**config.mk**
```make
export PLATFORM = sky130hd
export DESIGN_NAME = pong_motion_ctrl
export DESIGN_NICKNAME = d
export VERILOG_FILES = /design/src/rtl/pong_motion_ctrl.sv
export SDC_FILE = /design/constraint.sdc
export NUM_CORES = 1
export LEC_CHECK = 0
export BUFFER_PORTS_ARGS = -buffer_cell sky130_fd_sc_hd__buf_2
export CAP_MARGIN = 20
export CORE_AREA = 2 2 86 171
export CTS_BUF_LIST = sky130_fd_sc_hd__clkbuf_2
export CTS_CLUSTER_DIAMETER = 100
export DETAILED_ROUTE_END_ITERATION = 12
export DIE_AREA = 0 0 88 173
export PLACE_DENSITY = 0.44
export SLEW_MARGIN = 20
export SYNTH_ARGS = -nofsm -noshare
export SYNTH_HDL_FRONTEND = slang
export SYNTH_SLANG_ARGS = --single-unit
```
**constraint.sdc**
```tcl
create_clock -name clk -period 6.2 [get_ports clk]
set_input_delay 0.62 -clock clk [delete_from_list [all_inputs] [get_ports clk]]
set_output_delay 0.62 -clock clk [all_outputs]
set_load 0.05 [all_outputs]
```
**src/rtl/pong_motion_ctrl.sv**
```systemverilog
// Frame-rate motion engine: bar from buttons, bouncing 8x8 ball, IDLE/PLAY/MISS sequencing.
// All updates on the once-per-frame refresh tick, outputs registered 1 clk later; no backpressure.
module pong_motion_ctrl #(
  parameter int MAX_X       = 640,
  parameter int MAX_Y       = 480,
  parameter int WALL_Y_B    = 35,
  parameter int BAR_Y_T     = 450,
  parameter int BAR_X_SIZE  = 72,
  parameter int BAR_V       = 4,
  parameter int BALL_SIZE   = 8,
  parameter int BALL_V      = 2,
  parameter int MISS_FRAMES = 30
) (
  input  logic       clk,
  input  logic       reset,
  input  logic [9:0] pix_x,
  input  logic [9:0] pix_y,
  input  logic       btn_left,
  input  logic       btn_right,
  input  logic       start,
  output logic [9:0] bar_x_l,
  output logic [9:0] ball_x_l,
  output logic [9:0] ball_y_t,
  output logic       game_on,
  output logic       miss
);

  localparam int CNT_W = $clog2(MISS_FRAMES);
  localparam logic [CNT_W-1:0] CNT_LAST = CNT_W'(MISS_FRAMES - 1);

  localparam logic [9:0] BAR_X_MAX   = 10'(MAX_X - BAR_X_SIZE);
  localparam logic [9:0] BAR_X_RST   = 10'((MAX_X - BAR_X_SIZE) / 2);
  localparam logic [9:0] BALL_X_PARK = 10'((MAX_X - BALL_SIZE) / 2);
  localparam logic [9:0] BALL_Y_PARK = 10'(425);

  localparam logic signed [10:0] BALL_V_S     = 11'(BALL_V);
  localparam logic signed [10:0] BALL_X_MAX_S = 11'(MAX_X - BALL_SIZE);
  localparam logic signed [10:0] WALL_S       = 11'(WALL_Y_B);
  localparam logic signed [10:0] BAR_Y_S      = 11'(BAR_Y_T);
  localparam logic signed [10:0] EDGE_S       = 11'(BALL_SIZE - 1);
  localparam logic signed [10:0] BAR_W_S      = 11'(BAR_X_SIZE - 1);
  localparam logic signed [10:0] MISS_Y_S     = 11'(MAX_Y - BALL_SIZE);

  typedef enum logic [1:0] {IDLE, PLAY, MISS} state_t;

  state_t           state_q, state_d;
  logic             refr_cond_q, refr_cond_d;
  logic [9:0]       bar_x_q, bar_x_d;
  logic [9:0]       ball_x_q, ball_x_d;
  logic [9:0]       ball_y_q, ball_y_d;
  logic             dx_pos_q, dx_pos_d;
  logic             dy_pos_q, dy_pos_d;
  logic [CNT_W-1:0] cnt_q, cnt_d;
  logic             miss_q, miss_d;
  logic             game_on_q, game_on_d;

  logic             refr_cond, refr_tick;
  logic             dx_pos_eff, dy_pos_eff, bar_hit;
  logic signed [10:0] x_s, y_s, bar_s, nx, ny, step_x, step_y;
  logic             step_dx_pos, step_dy_pos;
  logic [10:0]      bar_up;

  always_comb begin
    refr_cond   = (pix_y == 10'd481) && (pix_x == 10'd0);
    refr_tick   = refr_cond && !refr_cond_q;
    refr_cond_d = refr_cond;

    state_d  = state_q;
    bar_x_d  = bar_x_q;
    ball_x_d = ball_x_q;
    ball_y_d = ball_y_q;
    dx_pos_d = dx_pos_q;
    dy_pos_d = dy_pos_q;
    cnt_d    = cnt_q;
    miss_d   = 1'b0;

    // The launch tick already takes the first step from the parked position.
    dx_pos_eff = (state_q == IDLE) ? 1'b1 : dx_pos_q;
    dy_pos_eff = (state_q == IDLE) ? 1'b0 : dy_pos_q;

    x_s   = $signed({1'b0, ball_x_q});
    y_s   = $signed({1'b0, ball_y_q});
    bar_s = $signed({1'b0, bar_x_q});
    nx    = dx_pos_eff ? x_s + BALL_V_S : x_s - BALL_V_S;
    ny    = dy_pos_eff ? y_s + BALL_V_S : y_s - BALL_V_S;

    bar_hit = dy_pos_eff && (y_s + EDGE_S < BAR_Y_S) && (ny + EDGE_S >= BAR_Y_S) &&
              (x_s + EDGE_S >= bar_s) && (x_s <= bar_s + BAR_W_S);

    step_x      = nx;
    step_dx_pos = dx_pos_eff;
    if (nx <= 11'sd0) begin
      step_x      = 11'sd0;
      step_dx_pos = 1'b1;
    end else if (nx >= BALL_X_MAX_S) begin
      step_x      = BALL_X_MAX_S;
      step_dx_pos = 1'b0;
    end

    step_y      = ny;
    step_dy_pos = dy_pos_eff;
    if (ny <= WALL_S) begin
      step_y      = WALL_S + 11'sd1;
      step_dy_pos = 1'b1;
    end else if (bar_hit) begin
      step_y      = BAR_Y_S - EDGE_S - 11'sd1;
      step_dy_pos = 1'b0;
    end

    bar_up = {1'b0, bar_x_q} + 11'(BAR_V);

    if (refr_tick) begin
      if (btn_right && !btn_left) begin
        bar_x_d = (bar_up > {1'b0, BAR_X_MAX}) ? BAR_X_MAX : bar_up[9:0];
      end else if (btn_left && !btn_right) begin
        bar_x_d = (bar_x_q < 10'(BAR_V)) ? 10'd0 : bar_x_q - 10'(BAR_V);
      end

      case (state_q)
        IDLE, PLAY: begin
          if (state_q == PLAY || start) begin
            state_d  = PLAY;
            ball_x_d = step_x[9:0];
            ball_y_d = step_y[9:0];
            dx_pos_d = step_dx_pos;
            dy_pos_d = step_dy_pos;
            if (step_y >= MISS_Y_S) begin
              state_d = MISS;
              miss_d  = 1'b1;
              cnt_d   = '0;
            end
          end
        end
        MISS: begin
          if (cnt_q == CNT_LAST) begin
            state_d  = IDLE;
            ball_x_d = BALL_X_PARK;
            ball_y_d = BALL_Y_PARK;
          end else begin
            cnt_d = cnt_q + CNT_W'(1);
          end
        end
        default: state_d = IDLE;
      endcase
    end

    game_on_d = (state_d == PLAY);
  end

  always_ff @(posedge clk or posedge reset) begin
    if (reset) begin
      state_q     <= IDLE;
      refr_cond_q <= 1'b0;
      bar_x_q     <= BAR_X_RST;
      ball_x_q    <= BALL_X_PARK;
      ball_y_q    <= BALL_Y_PARK;
      dx_pos_q    <= 1'b1;
      dy_pos_q    <= 1'b0;
      cnt_q       <= '0;
      miss_q      <= 1'b0;
      game_on_q   <= 1'b0;
    end else begin
      state_q     <= state_d;
      refr_cond_q <= refr_cond_d;
      bar_x_q     <= bar_x_d;
      ball_x_q    <= ball_x_d;
      ball_y_q    <= ball_y_d;
      dx_pos_q    <= dx_pos_d;
      dy_pos_q    <= dy_pos_d;
      cnt_q       <= cnt_d;
      miss_q      <= miss_d;
      game_on_q   <= game_on_d;
    end
  end

  assign bar_x_l  = bar_x_q;
  assign ball_x_l = ball_x_q;
  assign ball_y_t = ball_y_q;
  assign game_on  = game_on_q;
  assign miss     = miss_q;

endmodule

```
# After elaboration in Yosys (flattened, before gate mapping)
# Index checks and enable logic that the tools add are counted.
[totals] regBits=42 in_bits=25 out_inout_bits=32 wordCells=96
[classes] addsub=11 magnitude_cmp=10 eq_ne=9 n_mux=35 n_reduce_logical=21
[op_table] cell="$mux 10" n=10
[op_table] cell="$mux 11" n=4
[op_table] cell="$pmux 10 s2" n=2
[op_table] cell="$add 10x3->11 const B" n=3
[op_table] cell="$add 10x2->11 const B" n=2
[op_table] cell="$ge 11x10->1 const B" n=2
[op_table] cell="$sub 10x2->11 const B" n=2
[op_table] cell="$mux 5" n=3
[op_table] cell="$add 10x7->11 const B" n=1
[op_table] cell="$add 11x4->11 const B" n=1
[op_table] cell="$ge 11x11->1" n=1
[op_table] cell="$ge 11x11->1 const B" n=1
[op_table] cell="$gt 11x10->1 const B" n=1
[op_table] cell="$le 11x1->1 const B" n=1
[op_table] cell="$le 11x11->1" n=1
[op_table] cell="$le 11x7->1 const B" n=1
[op_table] cell="$lt 11x10->1 const B" n=1
[op_table] cell="$eq 10x9->1 const B" n=1
[op_table] cell="$logic_not 10->1" n=1
[op_table] cell="$lt 10x3->1 const B" n=1
[op_table] cell="$mux 1" n=10
[op_table] cell="$pmux 5 s2" n=1
[op_table] cell="$sub 10x3->10 const B" n=1
[op_table] cell="$logic_and 1x1->1" n=8
[op_table] cell="other kinds (16)" n=26

# Depth between registers and ports, before layout
# Gate-level depths: netlist of run 1.
[depth] word_depth=16 depth_mapped=17 mapped_depth_nobuf=16

# Worst setup path after synthesis of run 1
# Ideal clock, no wire load.
[synth_path] path_type="flip-flop to flip-flop" startpoint="register state_q[0]" endpoint="register dy_pos_q" setup_time_ns=0.126 arrival_time_ns=3.917 required_ns=6.074 setup_slack_ns=2.157 stages_incl_launch_ff=15 path_buffers=2 period_less_slack_ns=4.043 cell_sequence="dfrtp_1 clkbuf_1 o21ai_0 ha_1 a21oi_2 nand2_2 xnor2_1 nand4_1 or4_4 a2111oi_4 o211ai_2 buf_6 nand2_4 o21ai_2 a221o_1"
[synth_between] elab_chain_len=10 elab_cells_between_ends=16 cone_classes="add/sub: 1; order compare: 2; eq/ne: 1; mux: 4; reduce/logical: 8"
[synth_rtl] item="from (decl)" line="46" rtl="state_t state_q, state_d;"
[synth_rtl] item="from (signal assigned)" line="163" rtl="state_q <= state_d;"
[synth_rtl] item="$logic_not 2->1" line="79, 119"
[synth_rtl] item="$mux 1" line="79" rtl="dy_pos_eff = (state_q == IDLE) ? 1'b0 : dy_pos_q;"
[synth_rtl] item="$mux 11" line="85" rtl="ny = dy_pos_eff ? y_s + BALL_V_S : y_s - BALL_V_S;"
[synth_rtl] item="$add 11x4->11" line="87" rtl="bar_hit = dy_pos_eff && (y_s + EDGE_S < BAR_Y_S) && (ny + EDGE_S >= BAR_Y_S) &&"
[synth_rtl] item="$ge 11x10->1" line="87"
[synth_rtl] item="$logic_and 1x1->1 (2 in series)" line="87"
[synth_rtl] item="$logic_and 1x1->1" line="88" rtl="(x_s + EDGE_S >= bar_s) && (x_s <= bar_s + BAR_W_S);"
[synth_rtl] item="$mux 1" line="105" rtl="end else if (bar_hit) begin"
[synth_rtl] item="$mux 1" line="102" rtl="if (ny <= WALL_S) begin"
[synth_rtl] item="to (signal assigned)" line="169" rtl="dy_pos_q <= dy_pos_d;"
[synth_rtl] item="to (decl)" line="52" rtl="logic dy_pos_q, dy_pos_d;"
# Parallel ways exist; a longest one is shown, timed or not.
# A chain may end at the register's enable or synchronous reset.

# Worst setup path after layout of run 1
[layout_path] startpoint="register state_q[0]" endpoint="register ball_x_q[2], in the netlist ball_x_l[2]"
[layout_between] elab_chain_len=8 elab_cells_between_ends=17 cone_classes="order compare: 2; eq/ne: 4; mux: 6; reduce/logical: 5"
[layout_rtl] item="$logic_not 2->1" line="78, 119"
[layout_rtl] item="$mux 1" line="78" rtl="dx_pos_eff = (state_q == IDLE) ? 1'b1 : dx_pos_q;"
[layout_rtl] item="$mux 11" line="84" rtl="nx = dx_pos_eff ? x_s + BALL_V_S : x_s - BALL_V_S;"
[layout_rtl] item="$ge 11x11->1" line="95" rtl="end else if (nx >= BALL_X_MAX_S) begin"
[layout_rtl] item="$mux 10" line="95"
[layout_rtl] item="$mux 10" line="92" rtl="if (nx <= 11'sd0) begin"
[layout_rtl] item="$mux 10" line="121" rtl="if (state_q == PLAY || start) begin"
[layout_rtl] item="$pmux 10 s2" line="119" rtl="case (state_q)"
[layout_rtl] item="to (signal assigned)" line="166" rtl="ball_x_q <= ball_x_d;"
[layout_rtl] item="to (decl)" line="49" rtl="logic [9:0] ball_x_q, ball_x_d;"
# Parallel ways exist; a longest one is shown, timed or not. The select of a mux whose other input is x is not followed.

==> results.yml, run 1 <==
status:
  status: "completed"
timing:
  grt_setup_unrepaired: "false"
  maxClockFrequency_ghz: 0.240
  max_slew_margin_pct: 48.4
  hold_viol: 0
  worst_clock_skew_ns: 0.0316
  finalWorstPathRequiredPeriod_ns: 4.17
  fin_setup_tns_ns: 0
  slew_violations: 0
  setup_viol: 0
  timing.final.crit_share_pct: 67.3
  tightestPinTransition_ns: 0.763
global_route:
  grt_first_pass_wirelength_mm: 21.1
  grt.overflow.total: 0
  grt_antenna_before_repair: 1
  grt_max_degree: 40
  via_count_of_the_first_global_routing_pass: 4053
  track_usage_pct: 17.7
floorplan:
  start_util_pct: 29.7
  coreArea_mm2: 0.0138
  ios: 57
  floorplan.die_area_mm2: 0.0152
  rows: 61
  fp.dieW_um: 88
  die_h_um: 173
detailed_routing:
  routed_wirelength_mm: 13.2
  antenna_violating_nets_post_route: 0
  via_per_inst: 5.37
  detail_route.wl_per_cell_um: 18.0
  dr.pass1.iters: 4
  drt_drc_violations_left: 0
  vias: 3944
  initialDrtViolationCount: 214
power_and_ir_drop:
  fin_total_pwr_uw: 411
  static-leakage-power_uw: 0.00198
  cellPowerDensity_mw_per_mm2: 89.6
  vdd_drop_max_mv: 0.0482
placed_design:
  post_dp_cell_area_mm2: 0.00454
  gp_routability_congestion: 0.894
  detailedPlacementHpwl_mm: 10.6
  port-buffer-count: 53
cts:
  postCtsSetupRepairBufs: 0
  tritoncts_num_sinks: 39
  clock_insertion_delay_worst_skew_ns: 0.46
  clock-root-buffer: "clkbuf_2"
  cts_hold_buffers: 0
  cts_htree_levels: 2
  cts_inserted_buffers: 5
  cts_tree: "done"
  post_cts_resize_count: 0
  cts_buffer_depth: 2
  cts.reportedPaths.clkPinSlew_ns: 0.24
worst_setup_path:
  worst-endpoint-arrival_ns: 4.55
  path_class: "register to register"
  cp-start-kind: "register"
  critPathRequiredTime_ns: 6.57
  crit_path_end_kind: "register"
  rr_worst_depth: 13
  critical_path_peak_fanout: 9
  r2r_setup_slack_ns: 2.03
  worstReg2RegStart: "state_q[0]"
  crit-reg2reg-capture: "ball_x_l[2]"
finish:
  summed_area_of_non_filler_cells_in_the_final_layout_mm2: 0.00459
  nNetsFinal: 619
  commonest_non_fill_non_tap_cell_in_the_layout: "buf_2"
  final_cell_mix: "buf_2, ha_1, nand2_1"
  ff_latch_area_um2: 995
  synthToLayoutAreaGrowth_pct: 11.8
  drive_above_1_share_pct: 18.8
  fillers: 1489
  utilization_pct: 33.2
  multi_input_area_mm2: 0.00290
logic_synthesis:
  synth.ff_latch_count: 39
  yosysSeqAreaShare_pct: 24.2
  synth_cell_types: 80
  postSynth.asyncResetShare_pct: 100
  dominantRegCellSynth: "dfrtp_1"
  postSynthAreaPerCell_um2: 8.27
  synthesis.yosys.warnings: 0
  edff_count_synth: 0
  cells_after_synthesis: 496
  post_synthesis_instance_area_mm2: 0.00410
hold_path:
  hold_class: "primary input to async pin"
job:
  max_cap_violations: 0
## synth_stat cells, drive strengths merged (3+ instances only)
cell type | count | area, um2
o31ai | 8 | 60.1
o22ai | 4 | 25.0
or4 | 4 | 33.8
nor4 | 6 | 37.5
xnor2 | 21 | 184
and2 | 4 | 25.0
o21ai | 39 | 199
inv | 32 | 120
and3 | 3 | 18.8
xor2 | 9 | 86.3
nor4b | 6 | 65.1
dfrtp | 24 | 601
ha | 49 | 613
nor2b | 5 | 31.3
a21oi | 35 | 179
nor3 | 17 | 90.1
o22a | 3 | 26.3
nand4 | 10 | 62.6
nand2b | 8 | 50.1
nand2 | 43 | 171
nor2 | 41 | 156
buf | 6 | 48.8
o21a | 4 | 30.0
clkbuf | 12 | 45.0
dfstp | 15 | 394
nand3 | 19 | 95.1
a31oi | 9 | 71.3
nor3b | 3 | 22.5
a2111oi | 4 | 60.1
o211ai | 3 | 27.5
a21o | 4 | 30.0
a221oi | 3 | 32.5
## worst max path at each step
stage,start,endpoint,slack [ns],depth (start not counted)
2_1_floorplan,state_q[0],dy_pos_q,2.16,14
3_3_place_gp,state_q[0],state_q[0],2.12,13
3_5_place_dp,state_q[0],state_q[0],2.10,13
4_1_cts,state_q[0],ball_x_l[2],2.07,13
5_1_grt,state_q[0],ball_x_l[2],1.67,13
6_report,state_q[0],ball_x_l[2],2.03,13
## metrics by stage
step	worst slack, ns	hold WS, ns	cells
6_report	2.03	0.245	734
5_1_grt	1.67	0.269	734
4_1_cts	2.07	0.257	733
3_5_place_dp	2.10	0.470	725
3_3_place_gp	2.12	0.472	725
2_1_floorplan	2.16	0.448	498
## sequential cells by signal, indices dropped and copies added (netlist names)
name,cells
miss,1
cnt_q,5
game_on,1
refr_cond_q,1
dx_pos_q,1
state_q,2
ball_y_t,10
ball_x_l,9
bar_x_l,8
dy_pos_q,1
## worst max-delay path, cell delays in order, from the launching register on
cell and delay, ns:
dfrtp_1 0.53, o21bai_1 0.47, inv_1 0.30, ha_1 0.34
a21o_1 0.17, a21oi_1 0.21, o21ai_1 0.15, a2111oi_2 0.48
nor3_1 0.17, a311oi_2 0.53, o41a_1 0.36, nand2_1 0.10
nor2_1 0.10, a2bb2oi_1 0.16
## layout make-up
type | count | area share [%]
clock buffers | 7 | 0.764
repair buffers | 56 | 6.27
diodes | 1 | 0.0546
clock inverters | 1 | 0.164
flip-flops and latches | 39 | 21.7
inverters | 32 | 2.62
well taps | 189 | 5.16
multi-input cells | 409 | 63.3
## where the power goes
part           total, uW  internal, uW  switching [uW]
sequential           255           255          0.0170
clock                130          31.0            99.3
combinational       25.1          8.57            16.5
total                411           295             116
## kinds of logic after synthesis
family / count (synthesis) / synth area share, %
xor gates and xnor gates: 30 / 6.59
AOI/OAI and AO/OA: 140 / 23.6
and+or+nand+nor: 182 / 23.6
adders and majority gates: 51 / 15.9
muxes: 3 / 0.762
DFF: 39 / 24.2
buffers and inverters: 50 / 5.21
other: 1 / 0.0914
## metal layers
metal / share of wire, % / global-route usage [%] / wire length, um
met1: 34 / 17.0 / 4530
met2: 60 / 35.8 / 7860
met3: 2.5 / 1.67 / 333
met4: 3.5 / 7.31 / 465
met5: 0 / 0 / 0
(Power assumes the default switching activity.)
==> run 2, diff against run 1 <==
- PLACE_DENSITY: 0.44 -> 0.46
- clock period: 6.2 -> 3.7 ns (I/O delays scaled with it)
==> results.yml, run 2 (synthesis gave the netlist of run 1 again) <==
detailed_routing:
  detail_route.wl_per_cell_um: 17.0
  initialDrtViolationCount: 209
  antenna_violating_nets_post_route: 0
  drt_drc_violations_left: 0
  dr.pass1.iters: 5
  routed_wirelength_mm: 13.0
  vias: 4055
  via_per_inst: 5.30
timing:
  timing.final.crit_share_pct: 93.3
  setup_viol: 0
  hold_viol: 0
  finalWorstPathRequiredPeriod_ns: 3.45
  maxClockFrequency_ghz: 0.290
  worst_clock_skew_ns: 0.0307
  tightestPinTransition_ns: 0.552
  slew_violations: 0
  max_slew_margin_pct: 63.2
floorplan:
  fp.dieW_um: 88
  ios: 57
  coreArea_mm2: 0.0138
  start_util_pct: 29.7
  rows: 61
  floorplan.die_area_mm2: 0.0152
  die_h_um: 173
hold_path:
  hold_class: "primary input to register"
finish:
  largest_register_ffs: 10
  drive_above_1_share_pct: 24.7
  finish.cell_count_without_fillers: 765
  commonest_non_fill_non_tap_cell_in_the_layout: "buf_2"
  final_cell_mix: "buf_2, ha_1, nand2_1"
  fillers: 1437
  multi_input_area_mm2: 0.00298
  utilization_pct: 35.4
  synthToLayoutAreaGrowth_pct: 19.2
  ff_latch_area_um2: 997
  summed_area_of_non_filler_cells_in_the_final_layout_mm2: 0.00489
  nNetsFinal: 650
power_and_ir_drop:
  cellPowerDensity_mw_per_mm2: 142
  static-leakage-power_uw: 0.00214
  vdd_drop_max_mv: 0.0798
cts:
  cts_inserted_buffers: 5
  clock-root-buffer: "clkbuf_2"
  tritoncts_num_sinks: 39
  cts_tree: "done"
  cts_htree_levels: 2
  cts.reportedPaths.clkPinSlew_ns: 0.23
  clock_insertion_delay_worst_skew_ns: 0.46
  cts_buffer_depth: 2
global_route:
  grt_first_pass_wirelength_mm: 20.7
  grt_max_degree: 40
  grt.overflow.total: 0
  grt_antenna_before_repair: 1
  track_usage_pct: 17.4
  via_count_of_the_first_global_routing_pass: 4127
placed_design:
  post_dp_cell_area_mm2: 0.00475
  place.detailed.instances: 752
  port-buffer-count: 53
  detailedPlacementHpwl_mm: 10.2
  gp_routability_congestion: 0.886
job:
  max_cap_violations: 0
worst_setup_path:
  path_class: "register to register"
  critical_path_peak_fanout: 9
  worst-endpoint-arrival_ns: 3.83
  cp-start-kind: "register"
  critPathRequiredTime_ns: 4.07
  crit_path_end_kind: "register"
status:
  status: "completed"
[run 2: cell count changes in the layout (fill, tap and decap cells not counted), moves of 2 or more]
cell | before | now
a2111oi_0 | 2 | 0
buf_4 | 3 | 32
clkbuf_2 | 7 | 5
clkinv_2 | 0 | 3
dfrtp_1 | 24 | 22
dfrtp_2 | 0 | 2
nor4_1 | 6 | 4
nor4_2 | 0 | 2
[run 2: worst paths after layout]
path | to | cells after the start | start | slack [ns]
min reg2reg | cnt_q[4] | 1 | cnt_q[4] | 0.51
min in group asynchronous | bar_x_l[5] | 4 | reset | 0.54
max | cnt_q[4] | 12 | state_q[1] | 0.25
max reg2reg | cnt_q[4] | 12 | state_q[1] | 0.25
max in group asynchronous | state_q[1] | 4 | reset | 2.72
min | refr_cond_q | 3 | pix_y[5] | 0.14
[run 2: worst max-delay path, stage by stage (launching register included)]
cell and delay [ns]:
dfrtp_2 0.50, o21ai_2 0.33, ha_1 0.37, a21oi_1 0.21, o211a_1 0.28, xnor2_1 0.13, or4_4 0.51, a2111oi_4 0.32
o211ai_2 0.17, buf_4 0.21, a31oi_4 0.20, o21ai_1 0.10, o31ai_1 0.06
[run 2: cell type report]
cell class	count	share of cell area [%]
antenna	1	0.0512
clock buffer	5	0.512
clock inverter	3	0.307
inverter	32	2.46
multi-input combinational	410	60.9
sequential	39	20.4
tap	189	4.84
timing repair buffer	86	10.5
[run 2: through the flow]
stage / TNS [ns] / hold slack, ns / setup WS, ns / power, uW
6_report: 0 / 0.144 / 0.248 / 693
4_1_cts: 0 / 0.0969 / 0.0368 / 712
3_5_place_dp: 0 / 0.480 / 0.0861 / 478
5_1_grt: -0.113 / 0.116 / -0.0450 / 725
2_1_floorplan: 0 / 0.448 / 0.183 / 460
3_3_place_gp: 0 / 0.468 / 0.0860 / 477
[run 2: layer usage]
metal,share of wire [%],wire [um],GRT usage (%),vias up
met2,58,7520,32.8,106
met4,3.7,476,9.68,0
met1,36,4680,17.6,1953
met3,2.8,361,1.96,29
li1,-,-,-,1967
met5,0,0,0,-
[run 2: what timing repair did]
item	in CTS	in global routing
setup buffers	0	2
endpoints found under the setup margin	0	21
gates resized for setup	0	13
hold buffers	1	0
endpoints found under the hold margin	24	0
[run 2: power by group]
group	switching (uW)	leakage, uW	internal, uW
clock	178	0.0000325	43.5
sequential	0.0225	0.000453	428
combinational	27.7	0.00165	15.2
==> run 3, diff against run 2 <==
- ABC_AREA: default -> 1
- CORE_AREA: 2 2 86 171 -> 2 2 91 180
- CTS_CLUSTER_SIZE: default -> 14
- DIE_AREA: 0 0 88 173 -> 0 0 93 182
==> results.yml, run 3 <==
timing:
  tightestPinTransition_ns: 0.914
  hold_viol: 0
  setup_viol: 0
  maxClockFrequency_ghz: 0.308
  finalWorstPathRequiredPeriod_ns: 3.24
  worst_clock_skew_ns: 0.0109
  max_slew_margin_pct: 39.1
  fin_setup_tns_ns: 0
  grt_setup_unrepaired: "false"
  timing.final.crit_share_pct: 87.6
  hold-worst-slack_ns: 0.0997
  slew_violations: 0
  layout_setup_ws_ns: 0.458
logic_synthesis:
  dominantRegCellSynth: "dfrtp_1"
  synth_cell_types: 48
  synthesis.yosys.warnings: 0
  synth_compound_gate_area_share_pct: 11.8
  arithmetic_cell_share_of_the_synthesized_area_counting_full_adders_half_adders_and_majority_gates_pct: 14.3
  synthXorXnorAreaFrac_pct: 6.34
  edff_count_synth: 0
  cells_after_synthesis: 679
  synth.largest_area_cell: "ha_1"
  postSynthAreaPerCell_um2: 6.71
  post_synthesis_instance_area_mm2: 0.00456
  yosysSeqAreaShare_pct: 21.8
  synth_top_family_by_area: "simple AND/OR/NAND/NOR gates"
  postSynth.asyncResetShare_pct: 100
  yosys.area_share.simple_pct: 34.6
  yosys-top-cells-area: "ha_1, dfrtp_1, nand2_1"
  synthDominantCellAreaShare_pct: 13.5
  synth_top_cells_by_count: "nand2_1, inv_1, nor2_1"
  synth.ff_latch_count: 39
  post-synth-top-count-cell: "nand2_1"
  share_of_cell_area_taken_by_muxes_after_synthesis_pct: 0
detailed_routing:
  initialDrtViolationCount: 272
  detail_route.wl_per_cell_um: 13.7
  via_per_inst: 4.71
  antenna_violating_nets_post_route: 0
  drt_drc_violations_left: 0
  vias: 4473
  dr.pass1.iters: 5
  routed_wirelength_mm: 13.0
worst_setup_path:
  worst-endpoint-arrival_ns: 3.59
  timing.critical_path.to: "cnt_q[0]"
  critPathMaxStageDelay_ns: 0.66
  r2r_setup_slack_ns: 0.46
  most_frequent_cell_on_critical_path: "nand2_1"
  worstSetupStartpoint: "bar_x_l[2]"
  rr_worst_depth: 26
  crit_path_end_kind: "register"
  worstReg2RegStart: "bar_x_l[2]"
  critPathRequiredTime_ns: 4.05
  path_class: "register to register"
  critical_path_peak_fanout: 7
  crit-reg2reg-capture: "cnt_q[0]"
  cp_num_buf_inv: 2
  crit_cells: 26
  crit_path_top_delay_cell: "dfstp_2"
  cp-start-kind: "register"
  timing.critical_path.max_delay_family: "simple AND/OR/NAND/NOR gates"
cts:
  cts_inserted_buffers: 5
  cts_buffer_depth: 2
  cts_htree_levels: 2
  clock_insertion_delay_worst_skew_ns: 0.42
  clock-root-buffer: "clkbuf_2"
  tritoncts_num_sinks: 39
  cts.reportedPaths.clkPinSlew_ns: 0.23
  cts_hold_buffers: 0
  cts_tree: "done"
finish:
  drive_above_1_share_pct: 19.3
  final_cell_mix: "nand2_1, inv_1, buf_2"
  utilization_pct: 33.3
  largest_register_ffs: 10
  synthToLayoutAreaGrowth_pct: 14.2
  summed_area_of_non_filler_cells_in_the_final_layout_mm2: 0.00520
  commonest_non_fill_non_tap_cell_in_the_layout: "nand2_1"
  antennaDiodeCount: 0
  fillers: 1766
  nNetsFinal: 823
global_route:
  grt.overflow.total: 0
  grt_first_pass_wirelength_mm: 21.7
  track_usage_pct: 15.8
  grt_max_degree: 40
  via_count_of_the_first_global_routing_pass: 4288
  grt_antenna_before_repair: 0
hold_path:
  hold_class: "primary input to async pin"
floorplan:
  floorplan.die_area_mm2: 0.0169
  die_h_um: 182
  start_util_pct: 29.2
  fp.dieW_um: 93
  coreArea_mm2: 0.0156
  ios: 57
  rows: 65
status:
  status: "completed"
job:
  max_cap_violations: 0
power_and_ir_drop:
  static-leakage-power_uw: 0.00281
  vdd_drop_max_mv: 0.108
  cellPowerDensity_mw_per_mm2: 130
placed_design:
  post_dp_cell_area_mm2: 0.00510
  gp_routability_congestion: 0.867
  port-buffer-count: 53
  detailedPlacementHpwl_mm: 10.4
  dp_worst_setup_slack_ns: 0.196
-- run 3: cells by family (layout without fill, tap and decap cells) --
kind of cell	count (synthesis)	count (layout)
AOI/OAI and AO/OA	95	95
xor gates and xnor gates	33	33
other	1	3
DFF	39	39
buffers and inverters	127	194
and+or+nand+nor	333	333
adders and majority gates	51	51
-- run 3: report_power, final --
part | switching [uW] | internal, uW | total [uW]
logic | 28.3 | 13.1 | 41.4
registers | 0.00973 | 428 | 428
clock network | 164 | 45.5 | 210
total | 193 | 487 | 679
-- run 3: repair_timing --
item	CTS	global route
gates resized for setup	0	10
buffers inserted	0	3
endpoints found under the setup margin	0	10
-- run 3: metal layers --
layer / wire, um / GRT usage [%]
met3: 459 / 1.49
met2: 6160 / 26.4
met5: 0 / 0
met1: 6220 / 22.3
met4: 114 / 2.71
-- run 3: worst min path at each step --
stage,from,endpoint,slack [ns],cells past startpoint
after floorplan,dy_pos_q,dy_pos_q,0.48,2
after global routing,reset,bar_x_l[6],0.13,2
after global placement,dx_pos_q,dx_pos_q,0.50,1
after detailed placement,dx_pos_q,dx_pos_q,0.50,1
after CTS,reset,bar_x_l[5],0.11,2
final,reset,bar_x_l[5],0.1,2
-- run 3: final cells by class --
class                           count  area, um2  share of cell area [%]
Multi-Input combinational cell    515       3100                    59.6
Sequential cell                    39        995                    19.1
Inverter                          121        457                    8.77
Timing Repair Buffer               64        348                    6.68
Tap cell                          201        251                    4.83
Clock buffer                        5       25.0                   0.481
Clock inverter                      3       20.0                   0.385
Timing Repair inverter              1       7.51                   0.144
-- run 3: stage by stage --
stage | instances | power, uW
detailed placement | 937 | 477
CTS | 945 | 692
floorplan | 681 | 459
global placement | 937 | 476
global route | 949 | 714
finish | 949 | 679
